**src/rtl/load_store_unit.sv**
```systemverilog
// Load/store sequencer: turns one byte/half/word/double request into a single
// aligned 64-bit memory_controller transaction and returns extended load data.
module load_store_unit #(
    parameter int DATA_SIZE = 64,
    parameter int ADDR_SIZE = 64,
    parameter int TIMEOUT   = 16
) (
    input  logic                 clock,
    input  logic                 reset,
    input  logic                 req_valid,
    output logic                 req_ready,
    input  logic                 req_we,
    input  logic [1:0]           req_size,
    input  logic                 req_unsigned,
    input  logic [ADDR_SIZE-1:0] req_addr,
    input  logic [DATA_SIZE-1:0] req_wdata,
    output logic                 resp_valid,
    output logic [DATA_SIZE-1:0] resp_rdata,
    output logic                 resp_misaligned,
    output logic                 resp_timeout,
    output logic                 mem_rd_en,
    output logic                 mem_wr_en,
    output logic [7:0]           mem_byte_en,
    output logic [ADDR_SIZE-1:0] mem_addr,
    output logic [DATA_SIZE-1:0] wr_data,
    input  logic [DATA_SIZE-1:0] rd_data,
    input  logic                 mem_busy,
    output logic [1:0]           state_dbg
);

    typedef enum logic [1:0] {IDLE, REQ, WAIT, RESP} state_t;

    localparam logic [4:0] LAST = 5'(TIMEOUT - 1);

    state_t               state;
    logic [4:0]           cnt;
    logic [2:0]           off_q;
    logic [1:0]           size_q;
    logic                 uns_q;
    logic                 we_q;
    logic [2:0]           req_off;
    logic                 aligned;
    logic [7:0]           lane_mask;
    logic [DATA_SIZE-1:0] data_mask;
    logic [DATA_SIZE-1:0] rd_shift;
    logic [DATA_SIZE-1:0] rd_ext;

    // Request handshake: a request transfers on a rising edge with
    // req_valid && req_ready; req_ready is high only while IDLE.
    assign req_ready = (state == IDLE);
    assign state_dbg = state;
    assign req_off   = req_addr[2:0];

    always_comb begin
        aligned   = 1'b1;
        lane_mask = 8'h01;
        data_mask = {{(DATA_SIZE-8){1'b0}}, 8'hFF};
        case (req_size)
            2'd1: begin
                aligned   = ~req_off[0];
                lane_mask = 8'h03;
                data_mask = {{(DATA_SIZE-16){1'b0}}, 16'hFFFF};
            end
            2'd2: begin
                aligned   = (req_off[1:0] == 2'b00);
                lane_mask = 8'h0F;
                data_mask = {{(DATA_SIZE-32){1'b0}}, 32'hFFFF_FFFF};
            end
            2'd3: begin
                aligned   = (req_off == 3'b000);
                lane_mask = 8'hFF;
                data_mask = '1;
            end
            default: ;
        endcase
    end

    // Load data is lane-extracted from the captured offset, then extended.
    always_comb begin
        rd_shift = rd_data >> {off_q, 3'b000};
        case (size_q)
            2'd0:    rd_ext = {{(DATA_SIZE-8){~uns_q & rd_shift[7]}}, rd_shift[7:0]};
            2'd1:    rd_ext = {{(DATA_SIZE-16){~uns_q & rd_shift[15]}}, rd_shift[15:0]};
            2'd2:    rd_ext = {{(DATA_SIZE-32){~uns_q & rd_shift[31]}}, rd_shift[31:0]};
            default: rd_ext = rd_shift;
        endcase
    end

    always_ff @(posedge clock or negedge reset) begin
        if (!reset) begin
            state           <= IDLE;
            cnt             <= '0;
            off_q           <= '0;
            size_q          <= '0;
            uns_q           <= 1'b0;
            we_q            <= 1'b0;
            mem_rd_en       <= 1'b0;
            mem_wr_en       <= 1'b0;
            mem_byte_en     <= '0;
            mem_addr        <= '0;
            wr_data         <= '0;
            resp_valid      <= 1'b0;
            resp_rdata      <= '0;
            resp_misaligned <= 1'b0;
            resp_timeout    <= 1'b0;
        end else begin
            resp_valid <= 1'b0;
            case (state)
                IDLE: begin
                    if (req_valid) begin
                        off_q  <= req_off;
                        size_q <= req_size;
                        uns_q  <= req_unsigned;
                        we_q   <= req_we;
                        cnt    <= '0;
                        if (aligned) begin
                            state       <= REQ;
                            mem_rd_en   <= ~req_we;
                            mem_wr_en   <= req_we;
                            mem_byte_en <= lane_mask << req_off;
                            mem_addr    <= {req_addr[ADDR_SIZE-1:3], 3'b000};
                            wr_data     <= (req_wdata & data_mask) << {req_off, 3'b000};
                        end else begin
                            state           <= RESP;
                            resp_valid      <= 1'b1;
                            resp_rdata      <= '0;
                            resp_misaligned <= 1'b1;
                            resp_timeout    <= 1'b0;
                        end
                    end
                end
                REQ: begin
                    if (mem_busy) begin
                        state <= WAIT;
                    end else if (cnt == LAST) begin
                        state           <= RESP;
                        mem_rd_en       <= 1'b0;
                        mem_wr_en       <= 1'b0;
                        mem_byte_en     <= '0;
                        resp_valid      <= 1'b1;
                        resp_rdata      <= '0;
                        resp_misaligned <= 1'b0;
                        resp_timeout    <= 1'b1;
                    end else begin
                        cnt <= cnt + 5'd1;
                    end
                end
                WAIT: begin
                    if (!mem_busy) begin
                        state           <= RESP;
                        mem_rd_en       <= 1'b0;
                        mem_wr_en       <= 1'b0;
                        mem_byte_en     <= '0;
                        resp_valid      <= 1'b1;
                        resp_rdata      <= we_q ? '0 : rd_ext;
                        resp_misaligned <= 1'b0;
                        resp_timeout    <= 1'b0;
                    end
                end
                default: state <= IDLE;
            endcase
        end
    end

endmodule

```
**config.mk**
```make
export PLATFORM = sky130hd
export DESIGN_NAME = load_store_unit
export DESIGN_NICKNAME = d
export VERILOG_FILES = /design/src/rtl/load_store_unit.sv
export SDC_FILE = /design/constraint.sdc
export NUM_CORES = 1
export LEC_CHECK = 0
export ABC_AREA = 0
export BUFFER_PORTS_ARGS = -buffer_cell sky130_fd_sc_hd__buf_4
export CORE_UTILIZATION = 40
export DETAILED_ROUTE_END_ITERATION = 7
export HOLD_SLACK_MARGIN = 0.08
export PLACE_DENSITY = 0.68
export SLEW_MARGIN = 20
export SYNTH_ARGS = -nofsm -noshare
export SYNTH_HDL_FRONTEND = slang
export SYNTH_SLANG_ARGS = --single-unit
```
**constraint.sdc**
```tcl
create_clock -name clock -period 2.35 [get_ports clock]
set_clock_uncertainty 0.1 [all_clocks]
set_input_delay 0.235 -clock clock [delete_from_list [all_inputs] [get_ports clock]]
set_output_delay 0.235 -clock clock [all_outputs]
set_load 0.02 [all_outputs]
```
### Yosys cells after proc, flatten, opt, wreduce, memory -nomap -nowiden

Cells that the tools add are included.

* bits in registers: 216
* bits in latches: 0
* memory bits (writable): 0
* bits in read-only memories: 0
* input bits: 200
* output and inout bits: 208
* memories: 0

* add/subtract/negate cells: 1
* $mul: 0
* divide/modulo/power cells: 0
* magnitude comparators: 0
* equal/unequal tests: 16
* shift operators: 3
* multiplexer cells: 50
* bitwise logic cells: 7
* reduce and logical (&&, ||, !) cells: 12

Operators with widths (count)
* case mux 64 bit (3 select lines): 3
* two-way mux 64 bit: 6
* bitwise AND 64 bit: 1
* << shifter 64 x 6 -> 64 bit: 1
* right shift 64 x 6 -> 64 bit: 1
* case mux 8 bit (3 select lines): 2
* two-way mux 8 bit: 5
* two-way mux 1 bit: 18
* case mux 1 bit (3 select lines): 6
* two-way mux 5 bit: 3
* != test 2 bit (second input constant): 6
* AND reduction 6 bit: 2
* two-way mux 2 bit: 5
* case mux 5 bit (2 select lines): 1
* == test 2 bit (second input constant): 4
* << shifter 8 x 3 -> 8 bit: 1
* == test 2 x 1 -> 1 bit (second input constant): 3
* zero test 2 bit: 3
* case mux 2 bit (3 select lines): 1
* AND reduction 3 bit: 2
* adder 5 x 1 -> 5 bit (second input constant): 1
* == test 5 x 4 -> 1 bit (second input constant): 1
* AND reduction 4 bit: 1
* bitwise AND 1 bit: 3
* other kinds (7): 9

### Depth between registers and ports, before layout

Gate-level depths: netlist of the first run.

* depth after elaboration: 6
* gate-level depth with buffers: 10
* gate-level depth less buffers: 8

### Least setup slack after synthesis of the first run

No wires, ideal clock.

* path kind: reg2reg
* start: reg state[0] (netlist: state_dbg[0])
* end: reg resp_rdata[16]
* arrival: 2.134 ns
* data required time: 2.126 ns
* slack: -0.008 ns
* stages on the path, launching flop included: 10
* path buffers: 2
* clock period less this slack: 2.358 ns
* cells stage by stage: dfrtp_1 -> inv_1 -> ha_1 -> inv_1 -> a211o_1 -> and4_1 -> buf_2 -> o21a_4 -> buf_6 -> a211o_1

* word-level cells in the longest chain between the ends: 3

Ends and longest elaborated chain
* from (decl): RTL line 35 `state_t state;`
* from (signal assigned): RTL line 91 `state <= IDLE;`
* from (signal assigned): RTL line 117 `state <= REQ;`
* from (signal assigned): RTL line 124 `state <= RESP;`
* zero test 2 bit *
* via req_ready: RTL line 11 `output logic req_ready,`
* != test 2 bit (no source line) / nonzero test 3 bit (equally long branches)
* AND reduction 6 bit (no source line)
* to (signal assigned): RTL line 155 `resp_rdata <= we_q ? '0 : rd_ext;`
* to (decl): RTL line 18 `output logic [DATA_SIZE-1:0] resp_rdata,`

The timed path passes the listed nets; every way through them passes the cells marked *.
A chain may end at the register's enable or synchronous reset.

### Final worst setup path of the first run

* start: in req_size[0]
* end: reg wr_data[57]

* word-level cells in the longest chain between the ends: 4

Ends and longest elaborated chain
* from (decl): RTL line 13 `input logic [1:0] req_size,`
* == test 2 bit / == test 2 x 1 -> 1 bit (equally long branches): RTL line 58 `case (req_size)`
* case mux 64 bit (3 select lines): RTL line 58
* bitwise AND 64 bit: RTL line 122 `wr_data <= (req_wdata & data_mask) << {req_off, 3'b000};`
* << shifter 64 x 6 -> 64 bit: RTL line 122
* to (signal assigned): RTL line 122
* to (decl): RTL line 25 `output logic [DATA_SIZE-1:0] wr_data,`

Several ways; a longest one is shown, not always the timed one.

==> impl_results.md, run 1 <==
* Global route overflow at 0
* CTS Buffer Depth at 3
* Synth area leader: dfrtp_1
* Tot Pwr at 23.2 mW
* FMAX at 443 MHz
* Worst-Skew Late Latency at 0.54 ns
* FF/Latch Area at 0.00541 mm2
* Die Y at 176 um
* Worst endpoint required time at 2.66 ns
* Die area at 0.0309 mm2
* Crit-path slowest cell: dlygate4sd3_1
* Via Count at 12500
* Rel. slew slack at 0.484
* CTS Sinks at 216
* Die W at 176 um
* Cell area after synthesis at 0.0121 mm2
* Vias in the first global route at 12100
* Top cell type's share of synthesized area at 0.448
* P_leak at 8.56 nW
* Hold/Removal Path Class: in2reg
* Tcrit/Tclk final at 0.961
* CP peak stage delay at 0.54 ns
* Initial antenna violation count at 0
* Worst VDD drop at 0.771 mV
* Largest net degree at the start of global routing at 66
* CP Max Fanout at 19
* Post-Syn Instances at 1353
* Initial Util at 0.407
* First-pass GRT wire length at 69900 um
* Wire length per cell at 20.8 um
* CTS buffer count at 25
* Worst Path Arrival at 2.56 ns
* WHS at 0.0957 ns
* Core Area at 0.0296 mm2
* DRT Wirelength at 46400 um
* FF-to-FF path depth at 6
* Crit path from: req_size[0]
* Multi-input gate area at 0.00612 mm2
* Antenna Cells at 0
* CP Capture Type: flop
* Final Hold Viols at 0
* CTS H-tree depth at 1
* Count leader, synth: nand2_1
* Avg Vias per Cell at 5.57
* Fin crit period at 2.26 ns
* Layout area overhead at 45.9%
* Layout cells sized above 1 at 0.334
* Gpl congestion at 0.953
* Slew Viols, Final at 0
* Pwr Density at 1320 mW/mm2
* Ys flop type: dfrtp_1
* Avg Inst Size Synth at 8.92 um2
* Nets at 2034
* Sequential element share of the synthesized area at 0.448
* Antenna Nets Post-Route at 0
* # IOs at 408
* Setup violators final at 0
* Outcome: finished, final reports clean
* CP cell instances: dlygate4sd3_1 -> buf_4 -> or2_2 -> a31oi_1 -> o21ai_0 -> a221oi_1 -> nor2_1
* Netlist cell types at 56
* Post-synth ARST share at 1.00
* CP startpoint kind: primary input
* WS Path Type: in2reg
* Rows at 63
* TritonRoute pass-1 iters at 8
* Main area contributors after synthesis: dfrtp_1, nand2_1, mux2i_1
* End of the critical path: wr_data[57]
* TritonCTS clock tree: built
* Number of synthesized flops with an enable pin at 0
* Port Buffers at 404
* DR iter-0 viols at 1046
* GRT Util Overall at 0.292
* CTS root buffer: clkbuf_16
* Commonest cells post-synth: nand2_1, dfrtp_1, o21ai_0
* Slew @ Worst Pin at 0.773 ns
* DRC Markers at 0
* Final HPWL DP at 33600 um
* Max_cap viols at 0
* Yosys warns at 0
* Reg2reg end: resp_rdata[34]
* Reg2reg start: off_q[0]
* Synth Register Bits at 216
* Worst reg-to-reg setup slack at 0.11 ns
* Fill cells at 2554
* CTS clk-pin slew, worst paths at 0.06 ns
==> kinds of logic after synthesis <==
family,after synthesis,share of synthesized area
compound gates,352,0.202
fa+ha+maj,6,0.00622
buf+inv,135,0.0487
flops,216,0.448
mux,115,0.107
other cells,1,0.000311
simple gates,528,0.188
==> how the worst min path moves through the flow <==
| stage | slack [ns] | cells past startpoint | startpoint | to |
|---|---|---|---|---|
| 2_1_floorplan | -0.16 | 0 | reset | cnt[0] |
| 3_3_place_gp | 0.14 | 1 | reset | resp_rdata[56] |
| 3_5_place_dp | 0.15 | 1 | reset | off_q[2] |
| 4_1_cts | 0.08 | 3 | req_wdata[10] | wr_data[10] |
| 5_1_grt | 0.1 | 3 | req_wdata[10] | wr_data[10] |
| 6_report | 0.1 | 5 | rd_data[7] | resp_rdata[7] |
==> flip-flops by register name (all words and copies together) (netlist names) <==
| name | cells |
|---|---|
| we_q | 1 |
| resp_misaligned | 1 |
| resp_timeout | 1 |
| state_dbg | 2 |
| mem_byte_en | 8 |
| resp_valid | 1 |
| off_q | 3 |
| mem_rd_en | 1 |
| resp_rdata | 64 |
| size_q | 2 |
| wr_data | 64 |
| mem_addr | 61 |
| mem_wr_en | 1 |
| uns_q | 1 |
| cnt | 5 |
==> cell usage in the layout (no fill, tap or decap), types with 10 or more instances in the layout <==
master	n
o21a_1	16
nand2_1	341
a22oi_1	10
dlygate4sd3_1	87
and2_1	18
buf_12	15
dfrtp_1	215
nand3_1	40
a221oi_1	15
nor3_1	11
a21oi_1	40
o211ai_1	33
a31oi_1	21
buf_4	465
o21ai_0	80
a211o_1	10
o22ai_1	24
inv_1	11
clkbuf_16	25
o31ai_1	16
nor2b_1	15
mux2_2	34
o21ai_2	24
nor2_1	66
mux2i_1	73
==> worst max-delay path: cells and delay by family <==
| family | cells | cell delay [ns] |
|---|---|---|
| and+or+nand+nor | 2 | 0.47 |
| AOI/OAI and AO/OA | 3 | 1.08 |
| buffers and inverters | 2 | 0.76 |
==> power breakdown <==
part           leakage, nW  switching, mW  internal (mW)
clock network        0.401           1.69           2.35
registers             2.81           1.18           5.42
logic                 5.35           7.42           5.17
==> layer usage <==
metal  track usage  up-vias  wire length [um]
met5             0        -                 0
met4         0.125        0              2030
met3        0.0587      111              3680
met2         0.501      650             22700
met1         0.356     5976             18100
li1              -     5720                 -
==> what timing repair did <==
item,CTS,global route
endpoints found under the hold margin,281,0
hold buffers,87,0
resized for setup,0,7
setup buffers,0,1
setup endpoints to repair,0,63
==> layout make-up <==
type                            instances  area share
Multi-Input combinational cell       1004       0.348
Timing Repair Buffer                  569       0.266
Sequential cell                       216       0.307
Tap cell                              390      0.0277
Clock inverter                         14     0.00888
Inverter                               12     0.00256
Clock buffer                           31      0.0397
==> through the flow <==
stage	setup TNS [ns]	setup WS (ns)	instance area (um2)	util	cells
after global placement	0	0.0767	15900	0.535	2103
after CTS	0	0.0176	17600	0.593	2235
after global routing	-0.0347	-0.00845	17600	0.594	2236
final	0	0.0916	17600	0.594	2236
after detailed placement	0	0.0264	15900	0.535	2103
after floorplan	0	0.0992	12100	-	1355
(Power assumes the default switching activity.)
==> run 2, diff against run 1 <==
Settings changed: CAP_MARGIN from default to 30, PLACE_DENSITY 0.68 to default, PLACE_DENSITY_LB_ADDON from default to 0.05.
Clock period 2.35 ns to 2.83 ns, I/O delays scaled along.
==> run 2 against run 1 <==
Count of clock-buffer cells in the layout up 1. Critical path type is now reg2reg. Sequential power down 17%. Highest routed layer unchanged. Utilization down 1.2 points.
==> impl_results.md, run 2 (synthesis results as in run 1) <==
* Largest registers: resp_rdata (64), wr_data (64), mem_addr (61) (unchanged)
* Layout cells sized above 1 at 0.317 (was 0.334)
* Vias in the first global route at 11900 (was 12100)
* WHS Endpoint: wr_data[13] (was resp_rdata[7])
* Hold Crit Start: req_wdata[13] (was rd_data[7])
* Switching share of total power at 0.439 (was 0.443)
* Initial Util at 0.407 (unchanged)
* Final Hold Viols at 0 (unchanged)
* Worst reg-to-reg setup slack at 0.29 ns (was 0.11 ns)
* P_leak at 8.37 nW (was 8.56 nW)
* Gate power share at 0.522 (was 0.542)
* CTS root buffer: clkbuf_16 (unchanged)
* Cell-internal power at 10.7 mW (was 12.9 mW)
* Cells after DPL at 2062 (was 2103)
* Reg2reg start: cnt[0] (was off_q[0])
* Global route overflow at 0 (unchanged)
* Die W at 176 um (unchanged)
* CTS H-tree depth at 1 (unchanged)
* GRT Util Overall at 0.283 (was 0.292)
* CTS clk-pin slew, worst paths at 0.07 ns (was 0.06 ns)
* Hold Path Stages at 3 (was 5)
* Die Y at 176 um (unchanged)
* Largest net degree at the start of global routing at 79 (was 66)
* First-pass GRT wire length at 68000 um (was 69900 um)
* FMAX at 393 MHz
* Port Buffers at 404 (unchanged)
* Via Count at 12000 (was 12500)
* Rel. slew slack at 0.418 (was 0.484)
* Worst-Skew Late Latency at 0.53 ns (was 0.54 ns)
* Gpl congestion at 0.906 (was 0.953)
* Die area at 0.0309 mm2 (unchanged)
* CTS Sinks at 216 (unchanged)
* CTS Buffer Depth at 3 (unchanged)
* Antenna Cells at 0 (unchanged)
* Core Area at 0.0296 mm2 (unchanged)
* Final HPWL DP at 32200 um (was 33600 um)
* DRC Markers at 0 (unchanged)
* Avg Vias per Cell at 5.45 (was 5.57)
* Antenna Nets Post-Route at 0 (unchanged)
* CP startpoint kind: flop (was primary input)
* Initial antenna violation count at 0 (unchanged)
* CP Max Fanout at 21 (was 19)
* WHS at 0.108 ns (was 0.0957 ns)
* Commonest cells after routing, fill and taps aside: buf_4, nand2_1, dfrtp_1 (unchanged)
* Outcome: finished, final reports clean (unchanged)
* Slew Viols, Final at 0 (unchanged)
* WS Path Type: reg2reg (was in2reg)
* Hold/Removal Path Class: in2reg (unchanged)
* Worst endpoint required time at 3.19 ns (was 2.66 ns)
* Worst VDD drop at 0.721 mV (was 0.771 mV)
* Pwr Density at 1110 mW/mm2 (was 1320 mW/mm2)
* Reg2reg end: resp_rdata[35] (was resp_rdata[34])
* Setup violators final at 0 (unchanged)
* CTS buffer count at 26 (was 25)
* Wire length per cell at 20.4 um (was 20.8 um)
* Tot Pwr at 19.1 mW (was 23.2 mW)
* Rows at 63 (unchanged)
* Nets at 1991 (was 2034)
* Layout area overhead at 42.9% (was 45.9%)
* Fin crit period at 2.54 ns
* RSZ-0062 raised after global routing: false
* DR iter-0 viols at 931 (was 1046)
* # IOs at 408 (unchanged)
* Slew @ Worst Pin at 0.872 ns (was 0.773 ns)
* Sequential share of power at 0.288 (was 0.284)
* Tcrit/Tclk final at 0.899
* Non-filler cells, final at 2195 (was 2236)
* Net Switching at 8.37 mW (was 10.3 mW)
* FF-to-FF path depth at 9 (was 6)
* Crit path from: cnt[0] (was req_size[0])
* Most common cell after layout, fill and taps aside: buf_4 (unchanged)
* DRT Wirelength at 44800 um (was 46400 um)
* TritonRoute pass-1 iters at 5 (was 8)
* Place WS at 0.318 ns (was 0.0264 ns)
* Setup TNS at 0 ns (unchanged)
* Worst Path Arrival at 2.90 ns (was 2.56 ns)
* Max_cap viols at 0 (unchanged)
* Fin worst setup slack at 0.287 ns (was 0.0916 ns)
* Clock network fraction of total power at 0.190 (was 0.174)
* CP Capture Type: flop (unchanged)
* TritonCTS clock tree: built (unchanged)
==> run 2: critical path, cell delays in order, from the launching register on <==
cell     delay, ns
dfrtp_1       0.39
ha_1          0.20
and3_1        0.17
ha_1          0.20
nor2b_1       0.06
o22ai_1       0.30
and4_1        0.45
buf_4         0.30
o21ai_0       0.15
o21ai_2       0.14
==> run 2: how the worst max path moves through the flow <==
stage,end,cells past startpoint,slack (ns)
2_1_floorplan,resp_rdata[16],9,0.47
3_3_place_gp,wr_data[1],6,0.38
3_5_place_dp,resp_rdata[35],9,0.32
4_1_cts,resp_rdata[35],9,0.29
5_1_grt,resp_rdata[34],9,0.1
6_report,resp_rdata[35],9,0.29
==> run 2: metrics by stage <==
step	util	instance area [um2]
after global routing	0.582	17200
after CTS	0.582	17200
final	0.582	17200
after global placement	0.521	15500
after detailed placement	0.521	15500
after floorplan	-	12100
==> run 2: layout make-up <==
cell class | instances | area [um2]
fillers | 2740 | 12400
multi-input cells | 1004 | 6100
flip-flops and latches | 216 | 5410
repair buffers | 525 | 4260
clock buffers | 32 | 733
well taps | 390 | 488
clock inverters | 16 | 204
inverters | 12 | 45.0
==> run 2: per-layer routing <==
metal  wire length (um)  part of all wire  vias up  GRT usage
met5                  0                 0        -          0
met4               1630             0.036        0      0.105
met3               3610             0.081       83     0.0712
met2              21300              0.48      477      0.472
met1              18300              0.41     5761      0.352
li1                   -                 -     5646          -
==> run 2: what timing repair did <==
| item | 4_1_cts | 5_1_grt |
|---|---|---|
| buffers inserted | 0 | 0 |
| endpoints found under the hold margin | 163 | 0 |
| hold buffers | 85 | 0 |
| gates resized for setup | 0 | 0 |
==> run 2: power groups by stage <==
stage / Clock, mW / Sequential (mW) / Combinational [mW]
floorplan: 0 / 6.93 / 4.25
global placement: 0 / 5.46 / 9.81
detailed placement: 0 / 5.48 / 9.87
CTS: 3.70 / 5.47 / 9.97
global route: 3.81 / 5.65 / 10.7
finish: 3.62 / 5.48 / 9.96
==> run 3, diff against run 2 <==
Settings changed: CORE_UTILIZATION 40 to 50, GPL_TIMING_DRIVEN from default to 0.
==> run 3 against run 2 <==
Critical endpoint is now resp_rdata[14]. First-iteration DRC count up 31%. Final cell count up 0.36%. Register-to-register slack worse by 0.18 ns. Critical path depth down 2. Setup slack worse by 0.18 ns. Total power up 3.5%.
==> impl_results.md, run 3 (synthesis results as in run 1) <==
* Outcome: finished, final reports clean (unchanged)
* First-pass GRT wire length at 77800 um (was 68000 um)
* Antenna Nets Post-Route at 0 (unchanged)
* Die W at 157 um (was 176 um)
* Cells after DPL at 2077 (was 2062)
* CTS root buffer: clkbuf_16 (unchanged)
* Tot Pwr at 19.7 mW (was 19.1 mW)
* CP peak stage delay at 0.55 ns (was 0.45 ns)
* Rel. slew slack at 0.352 (was 0.418)
* TritonCTS clock tree: built (unchanged)
* Via Count at 13500 (was 12000)
* Wire length per cell at 23.9 um (was 20.4 um)
* Global route overflow at 0 (unchanged)
* Max_cap viols at 0 (unchanged)
* Rows at 56 (was 63)
* Setup violators final at 0 (unchanged)
* Commonest cells after routing, fill and taps aside: buf_4, nand2_1, dfrtp_1 (unchanged)
* Initial Util at 0.512 (was 0.407)
* CTS buffer count at 24 (was 26)
* FMAX at 367 MHz (was 393 MHz)
* WS Path Type: reg2reg (unchanged)
* Largest net degree at the start of global routing at 88 (was 79)
* CTS clk-pin slew, worst paths at 0.07 ns (about the same)
* Crit-path slowest cell: buf_1 (was and4_1)
* Most common cell after layout, fill and taps aside: buf_4 (unchanged)
* CP startpoint kind: flop (unchanged)
* Die Y at 157 um (was 176 um)
* Worst VDD drop at 0.727 mV (was 0.721 mV)
* Final HPWL DP at 37300 um (was 32200 um)
* Vias in the first global route at 13400 (was 11900)
* DR iter-0 viols at 1219 (was 931)
* Initial antenna violation count at 0 (unchanged)
* Final Hold Viols at 0 (unchanged)
* Worst endpoint required time at 3.13 ns (was 3.19 ns)
* CTS H-tree depth at 1 (unchanged)
* Layout area overhead at 43.6% (was 42.9%)
* Worst-Skew Late Latency at 0.54 ns (was 0.53 ns)
* Slew @ Worst Pin at 0.964 ns (was 0.872 ns)
* Antenna Cells at 0 (unchanged)
* CTS Sinks at 216 (unchanged)
* Final core utilization at 0.736 (was 0.582)
* Pwr Density at 1140 mW/mm2 (was 1110 mW/mm2)
* RSZ-0062 raised after global routing: false (unchanged)
* CP cell instances: buf_6 -> buf_2 -> buf_1 -> clkbuf_1 -> o211ai_1 -> a31oi_1 -> o21ai_0 (was ha_1 -> and3_1 -> ha_1 -> nor2b_1 -> o22ai_1 -> and4_1 -> buf_4 -> o21ai_0 -> o21ai_2)
* Setup TNS at 0 ns (unchanged)
* Port Buffers at 401 (was 404)
* Largest registers: resp_rdata (64), wr_data (64), mem_addr (61) (unchanged)
* Worst Path Arrival at 3.03 ns (was 2.90 ns)
* Core Area at 0.0235 mm2 (was 0.0296 mm2)
* Die area at 0.0248 mm2 (was 0.0309 mm2)
* # IOs at 408 (unchanged)
* Slew Viols, Final at 0 (unchanged)
* Tcrit/Tclk final at 0.964 (was 0.899)
* Nets at 2073 (was 1991)
* P_leak at 8.44 nW (was 8.37 nW)
* CP Capture Type: flop (unchanged)
* Gpl congestion at 1.04 (was 0.906)
* Avg Vias per Cell at 6.11 (was 5.45)
* TritonRoute pass-1 iters at 5 (unchanged)
* Hold/Removal Path Class: in2reg (unchanged)
* DRC Markers at 0 (unchanged)
* DRT Wirelength at 52600 um (was 44800 um)
* Layout cells sized above 1 at 0.301 (was 0.317)
* CTS Buffer Depth at 3 (unchanged)
* GRT Util Overall at 0.420 (was 0.283)
* Fin crit period at 2.73 ns (was 2.54 ns)
* Non-filler cells, final at 2203 (was 2195)
* CP Max Fanout at 10 (was 21)
==> run 3: cell count changes in the layout (fill, tap and decap cells not counted), sizes merged <==
cell,delta
bufinv,+4
clkinv,-4
clkinvlp,-2
buf,+7
clkbuf,+78
dlygate4sd3,-4
==> run 3: final timing paths <==
check                             from        endpoint  slack (ns)  depth (start not counted)
setup / recovery              off_q[2]  resp_rdata[14]        0.10                          7
hold / removal             rd_data[38]  resp_rdata[30]        0.14                          4
setup reg to reg              off_q[2]  resp_rdata[14]        0.10                          7
hold reg to reg            wr_data[24]     wr_data[24]        0.38                          2
max in group asynchronous        reset    mem_addr[49]        1.22                          4
min in group asynchronous        reset          cnt[4]        0.24                          2
==> run 3: layout make-up <==
| type | instances | area, um2 |
|---|---|---|
| Inverter | 12 | 45.0 |
| Multi-Input combinational cell | 1004 | 6090 |
| Buffer | 123 | 547 |
| Tap cell | 319 | 399 |
| Fill cell | 1722 | 6220 |
| Sequential cell | 216 | 5410 |
| Clock buffer | 29 | 649 |
| Timing Repair Buffer | 486 | 3900 |
| Clock inverter | 14 | 285 |
==> run 3: metal layers <==
metal / GRT usage / share of wire
met1: 0.498 / 0.37
met5: 0 / 0
met3: 0.0848 / 0.091
met4: 0.277 / 0.069
met2: 0.691 / 0.47
==> run 3: critical path, delay by kind of cell (launching register included) <==
family	cells	cell delay [ns]
buffers and inverters	4	1.44
AOI/OAI and AO/OA	3	0.69
DFF	1	0.36
==> run 3: metrics by stage <==
step	instance area, um2	worst slack, ns	hold slack, ns
floorplan	12100	0.472	-0.113
global placement	15500	-0.230	0.354
detailed placement	15500	0.0458	0.235
CTS	17300	0.101	0.109
global route	17300	0.00586	0.132
finish	17300	0.102	0.144
==> run 3: report_power, final <==
part | total [mW] | internal [mW] | switching (mW)
combinational | 10.5 | 3.98 | 6.49
sequential | 5.51 | 4.50 | 1.02
clock | 3.74 | 2.37 | 1.38
total | 19.7 | 10.8 | 8.88
==> run 3: what timing repair did <==
action | 4_1_cts | 5_1_grt
gates resized for setup | 0 | 7
endpoints found under the hold margin | 172 | 0
buffers inserted | 0 | 2
hold buffers | 81 | 0
setup endpoints to repair | 0 | 22
